[config.mk]
export PLATFORM = sky130hd
export DESIGN_NAME = calculadora_seq
export DESIGN_NICKNAME = d
export VERILOG_FILES = /design/src/rtl/calculadora_seq.sv
export SDC_FILE = /design/constraint.sdc
export NUM_CORES = 1
export LEC_CHECK = 0
export ABC_AREA = 1
export BUFFER_PORTS_ARGS = -buffer_cell sky130_fd_sc_hd__buf_4
export CELL_PAD_IN_SITES_DETAIL_PLACEMENT = 2
export CELL_PAD_IN_SITES_GLOBAL_PLACEMENT = 2
export CORE_UTILIZATION = 34
export CTS_CLUSTER_DIAMETER = 80
export DETAILED_ROUTE_END_ITERATION = 7
export PLACE_DENSITY = 0.84
export RECOVER_POWER = 25
export SETUP_SLACK_MARGIN = 0.15
export SYNTH_ARGS = -nofsm -noshare
export SYNTH_HDL_FRONTEND = slang
export SYNTH_SLANG_ARGS = --single-unit
[constraint.sdc]
create_clock -name clk -period 4.9 [get_ports clk]
set_clock_uncertainty 0.2 [all_clocks]
set_input_delay 0.98 -clock clk [delete_from_list [all_inputs] [get_ports clk]]
set_output_delay 0.98 -clock clk [all_outputs]
set_load 0.1 [all_outputs]
[src/rtl/calculadora_seq.sv]
`default_nettype none
// ============================================================================
//  Module   : calculadora_seq
//  Purpose  : Sequential four-operation unsigned calculator (10-bit operands)
//             feeding the seven-segment display decoder. Add and subtract
//             complete in one CALC cycle. Multiply is iterative shift-add and
//             divide is restoring division, ten CALC cycles each. Divide by
//             zero completes in one cycle and flags an error.
//  Ports    : clk, rst    - clock, synchronous active-high reset
//             start       - operation request, sampled only in IDLE
//             op[1:0]     - 00 add, 01 sub, 10 mul, 11 div
//             a, b [9:0]  - unsigned operands, latched on accepted start
//             res [9:0]   - registered result, held until next completion
//             busy        - high while in CALC
//             done        - one-cycle pulse when res/erro are updated
//             erro        - error flag of the last completed operation
//  Revision : 1.0 - initial release
// ============================================================================
module calculadora_seq (
    input  logic       clk,
    input  logic       rst,
    input  logic       start,
    input  logic [1:0] op,
    input  logic [9:0] a,
    input  logic [9:0] b,
    output logic [9:0] res,
    output logic       busy,
    output logic       done,
    output logic       erro
);

    localparam logic [1:0] c_IDLE = 2'd0;
    localparam logic [1:0] c_CALC = 2'd1;
    localparam logic [1:0] c_FIM  = 2'd2;

    localparam logic [1:0] c_OP_ADD = 2'b00;
    localparam logic [1:0] c_OP_SUB = 2'b01;
    localparam logic [1:0] c_OP_MUL = 2'b10;
    localparam logic [1:0] c_OP_DIV = 2'b11;

    localparam logic [9:0] c_SAT      = 10'd1023;
    localparam logic [3:0] c_LAST_IT  = 4'd9;

    logic [1:0]  r_state;
    logic [1:0]  r_op;
    logic [9:0]  r_a;
    logic [9:0]  r_b;
    logic [19:0] r_acc;
    logic [10:0] r_rem;
    logic [9:0]  r_quo;
    logic [3:0]  r_cnt;

    logic [10:0] w_sum;
    logic [9:0]  w_diff;
    logic [19:0] w_addend;
    logic [19:0] w_acc_next;
    logic [3:0]  w_bitidx;
    logic [10:0] w_rem_sh;
    logic        w_rem_ge;
    logic [10:0] w_rem_next;
    logic [9:0]  w_quo_next;
    logic        w_single;
    logic        w_last;
    logic [9:0]  w_res_val;
    logic        w_erro_val;

    assign w_sum  = {1'b0, r_a} + {1'b0, r_b};
    assign w_diff = r_a - r_b;

    // Multiply step i: add A<<i when B[i] is set.
    assign w_addend   = r_b[r_cnt] ? ({10'd0, r_a} << r_cnt) : 20'd0;
    assign w_acc_next = r_acc + w_addend;

    // Divide step i: bring down A[9-i]; the remainder stays below B before
    // the shift, so 11 bits always hold the shifted value.
    assign w_bitidx   = c_LAST_IT - r_cnt;
    assign w_rem_sh   = {r_rem[9:0], r_a[w_bitidx]};
    assign w_rem_ge   = (w_rem_sh >= {1'b0, r_b});
    assign w_rem_next = w_rem_ge ? (w_rem_sh - {1'b0, r_b}) : w_rem_sh;
    // Quotient bits arrive MSB first, so shifting left lands them in place.
    assign w_quo_next = {r_quo[8:0], w_rem_ge};

    assign w_single = (r_op == c_OP_ADD) || (r_op == c_OP_SUB) ||
                      ((r_op == c_OP_DIV) && (r_b == 10'd0));
    assign w_last   = (r_cnt == c_LAST_IT);

    // Final value loaded into res/erro on the cycle that leaves CALC. For
    // mul/div this uses the step being completed in that same cycle.
    always_comb begin
        w_res_val  = 10'd0;
        w_erro_val = 1'b0;
        case (r_op)
            c_OP_ADD: begin
                if (w_sum[10]) begin
                    w_res_val  = c_SAT;
                    w_erro_val = 1'b1;
                end else begin
                    w_res_val  = w_sum[9:0];
                end
            end
            c_OP_SUB: begin
                if (r_a < r_b) begin
                    w_res_val  = 10'd0;
                    w_erro_val = 1'b1;
                end else begin
                    w_res_val  = w_diff;
                end
            end
            c_OP_MUL: begin
                if (w_acc_next > {10'd0, c_SAT}) begin
                    w_res_val  = c_SAT;
                    w_erro_val = 1'b1;
                end else begin
                    w_res_val  = w_acc_next[9:0];
                end
            end
            default: begin
                if (r_b == 10'd0) begin
                    w_res_val  = c_SAT;
                    w_erro_val = 1'b1;
                end else begin
                    w_res_val  = w_quo_next;
                end
            end
        endcase
    end

    always_ff @(posedge clk) begin
        if (rst) begin
            r_state <= c_IDLE;
            r_op    <= 2'd0;
            r_a     <= 10'd0;
            r_b     <= 10'd0;
            r_acc   <= 20'd0;
            r_rem   <= 11'd0;
            r_quo   <= 10'd0;
            r_cnt   <= 4'd0;
            res     <= 10'd0;
            busy    <= 1'b0;
            done    <= 1'b0;
            erro    <= 1'b0;
        end else begin
            case (r_state)
                c_IDLE: begin
                    done <= 1'b0;
                    if (start) begin
                        r_op    <= op;
                        r_a     <= a;
                        r_b     <= b;
                        r_acc   <= 20'd0;
                        r_rem   <= 11'd0;
                        r_quo   <= 10'd0;
                        r_cnt   <= 4'd0;
                        busy    <= 1'b1;
                        r_state <= c_CALC;
                    end
                end
                c_CALC: begin
                    r_cnt <= r_cnt + 4'd1;
                    r_acc <= w_acc_next;
                    r_rem <= w_rem_next;
                    r_quo <= w_quo_next;
                    if (w_single || w_last) begin
                        res     <= w_res_val;
                        erro    <= w_erro_val;
                        busy    <= 1'b0;
                        done    <= 1'b1;
                        r_state <= c_FIM;
                    end
                end
                c_FIM: begin
                    done    <= 1'b0;
                    r_state <= c_IDLE;
                end
                default: begin
                    busy    <= 1'b0;
                    done    <= 1'b0;
                    r_state <= c_IDLE;
                end
            endcase
        end
    end

endmodule
`default_nettype wire

==> metrics.md <==
| Metric | Value |
|---|---|
| Violated checks | `max-capacitance violations, max-slew violations` |
| Pwr Total | `2295 uW` |
| CP Cell Sequence | `buf_4 > inv_1 > a21oi_1 > o21ai_0 > nand2_1 > nand2_1 > nand3_2 > inv_1 > nor4_2 > ha_1 > nand3_1 > nand3_1 > nand2_1 > nand2_1 > nand2_1 > nand3b_1 > nand2_1 > nand2_1 > nor2_1 > nand3_2 > nand2_4 > nand2_1 > nand2_1 > a21oi_1` |
| WP data arrival | `4420 ps` |
| Fin crit period | `4410 ps` |
| Status | `complete, but fails checks` |
| CORE AREA | `about 19000 sq um` |
| Syn. warnings | `0` |
| Drt pass-1 iters | `4` |
| Mapped Area | `6601 sq um` |
| Clock root cell | `clkbuf_16` |
| Worst vdd ir | `between 0.00015 and 0.0002 V` |
| CTS tree | `done` |
| Clock buffer depth | `2` |
| Synth Instances | `~1000` |
| Required time of the critical path | `4910 ps` |
| Num Clock Sinks | `80` |
| Max Clock Freq | `~230 MHz` |
| Seq. cell area | `around 1600 sq um` |
| Max_cap viols | `2` |
| Area of the multi-input gates | `between 4000 and 5000 sq um` |
| Final ANT Viol Nets | `0` |
| Cell mode on critical path | `nand2_1` |
| Num CTS Buffers | `9` |
| P_leak | `about 0.0035 uW` |
| Initial antenna violation count | `0` |
| Fillcell total | `between 2000 and 2500` |
| Type of the worst min-delay path | `flip-flop to flip-flop` |
| Synth Flop Type | `dfxtp_1` |
| Largest net degree at the start of global routing | `48` |
| Slew margin rel. | `-33.07%` |
| WS Path Type | `flip-flop to flip-flop` |
| Drt via density | `approximately 5.4` |
| DP Area | `around 7000 sq um` |
| H-Tree Depth | `3` |
| Endpoints failing setup | `0` |
| Total wire length | `27.52 mm` |
| Top post-synthesis cells by area | `dfxtp_1 24%, nand2_1 15%, ha_1 9.9%, a21oi_1 8.6%, inv_1 7.3%` |
| Share of layout cells above drive strength 1 | `around 8%` |
| I/O pins | `38` |
| Die width | `about 140 microns` |
| Tcrit/Tclk final | `90.00%` |
| Number of I/O port buffers | `37` |
| Critical path peak fanout | `30` |
| Syn Nets | `approximately 1100` |
| Synth cell types | `52` |
| Layout area overhead | `11.50%` |
| # DRC | `0` |
| Final setup TNS | `0 ps` |
| Vias in the first global route | `between 7000 and 8000` |
| Vias | `~7200` |
| Cell Rows | `50` |
| RSZ-0062 raised after global routing | `no` |
| Worst-skew pair later-pin latency | `360 ps` |
| Fin. max-slew vios | `between 50 and 60` |
| Post-route cell area | `between 7000 and 8000 sq um` |
| DR WL/cell | `~21 microns` |
| Total GRT Usage | `between 20% and 30%` |
| Number of synthesized flops with an enable pin | `0` |
| FF+latch count, synth | `80` |
| Final hold violation count | `0` |
| Initial DRC Count | `about 280` |
| Post-synthesis async set-or-reset flop share | `0%` |
| CTS Hold Bufs | `0` |
| Antenna Cells | `0` |
| Avg Inst Size Synth | `6.335 sq um` |
| Sequential-to-total area share from yosys stat | `about 24%` |
| Worst Setup End Kind | `flip-flop` |
| Worst-path clk slew | `about 70 ps` |
| Pwr dens | `between 300 and 400 nW/um^2` |
| Placer Congestion | `just under 0.9` |
| Die Ht | `141.3 microns` |
| Detail Placement HPWL | `21.10 mm` |
| Wire length of the first global-routing pass | `~43 mm` |
| Yosys top cell by area | `dfxtp_1` |
| Initial Util | `a little over a third` |
| Type of origin of the critical path | `flip-flop` |
| Share of the synthesized area in the top cell type | `between 20% and 30%` |
| Worst Max-Slew Pin Slew | `~2000 ps` |
| Total gr overflow | `0` |
| Nets@finish | `between 1000 and 1500` |
| CP max stage cell | `dfxtp_1` |
| Hold_ws | `~280 ps` |
| Worst path max stage delay | `about 380 ps` |
| Die area | `19980 sq um` |
==> cells in the mapped netlist, types with 6 or more instances <==
master and instances:
nor3_1 19, o21ai_0 77, nand2_1 269, nand3_1 61, o32ai_1 6, a21oi_2 7, a21oi_1 113, dfxtp_1 80
buf_2 6, clkbuf_1 26, ha_1 52, xor2_1 22, nand4_1 10, inv_2 11, nor2_1 74, inv_1 129
==> layer usage <==
| metal | routed length, microns | GRT usage [%] | vias to the layer above |
|---|---|---|---|
| li1 | - | - | 3468 |
| met1 | 11840 | 32.71 | 3548 |
| met2 | 13690 | 51.12 | 129 |
| met3 | 874 | 4.286 | 64 |
| met4 | 1112 | 12.99 | 0 |
| met5 | 0 | 0 | - |
==> cell usage in the layout, fill, tap and decap left out, types with 2 or more instances in the layout <==
master / count
nand4_1: 10
o211ai_1: 5
o31ai_1: 3
a21oi_1: 113
a31oi_1: 4
o21ai_2: 2
a22o_1: 2
xor2_1: 22
o21ai_0: 77
inv_1: 129
o221ai_1: 2
nor4_1: 3
nand3b_1: 5
nand2_2: 3
nand2_1: 269
o21bai_1: 4
o32ai_1: 6
fa_1: 4
o22ai_1: 5
buf_4: 28
xnor2_1: 2
ha_1: 52
inv_6: 4
or2_2: 3
clkbuf_1: 16
dfxtp_1: 79
nand3_2: 2
a32o_1: 3
nor4_2: 2
nor2_1: 73
clkbuf_16: 9
nor3_1: 19
a211oi_1: 3
inv_2: 11
a21oi_2: 7
mux2i_1: 4
nand3_1: 61
nor2_2: 2
==> path summary, 6_finish.rpt <==
path         startpoint   endpoint  slack [ps]  depth (start not counted)
min reg2reg   r_acc[10]  r_acc[10]         280                          2
min           r_acc[10]  r_acc[10]         280                          2
max            r_cnt[0]     res[4]         490                         24
max reg2reg    r_cnt[0]     res[4]         490                         24
==> kinds of logic (layout without fill, tap and decap cells) <==
| kind of cell | after synthesis | after routing | synth area share [%] |
|---|---|---|---|
| and+or+nand+nor | 459 | 459 | 29.66 |
| AOI/OAI and AO/OA | 242 | 242 | 20.85 |
| buffers and inverters | 177 | 200 | 10.37 |
| DFF | 80 | 80 | 24.26 |
| adders and majority gates | 56 | 56 | 11.07 |
| xor gates and xnor gates | 24 | 24 | 3.184 |
| muxes | 4 | 4 | 0.6065 |
==> layout make-up <==
type | count | area share [%]
multi-input combinational | 785 | 58.76
sequential | 80 | 21.77
timing repair buffer | 44 | 3.672
inverter | 140 | 7.139
clock buffer | 10 | 3.247
clock inverter | 6 | 0.9859
tap | 260 | 4.420
==> what timing repair did <==
item,4_1_cts,5_1_grt
endpoints found under the setup margin,0,11
buffers inserted,0,0
gates resized for setup,0,3
==> power by group <==
group	internal, uW	leakage [uW]	switching, uW
clock network	417	0.000151	328
logic	231	0.00275	583
registers	689	0.000652	45.8
total	1340	0.00355	958
==> state kept, by name, indices dropped and copies added (netlist names) <==
name     flops
r_rem       10
r_b         10
res         10
done         1
r_state      2
r_op         2
r_cnt        4
busy         1
r_quo        9
r_a         10
r_acc       20
erro         1
==> critical path: cells and delay by family, from the launching register on <==
family / cells / cell delay (ps)
flip-flops: 1 / 380
AO/OA/AOI/OAI: 3 / 330
AND/OR/NAND/NOR: 17 / 2380
adder cells (fa/ha/maj): 1 / 340
buffers and inverters: 3 / 620
==> per-stage QoR <==
step                worst slack [ps]  util (%)  instances
floorplan                       1474         -       1042
global placement               551.9     37.60       1309
detailed placement             274.4     37.60       1309
CTS                            186.4     39.25       1325
global route                   107.8     38.96       1325
finish                         490.2     38.96       1325
No activity file was read; power rests on OpenSTA's default activity.
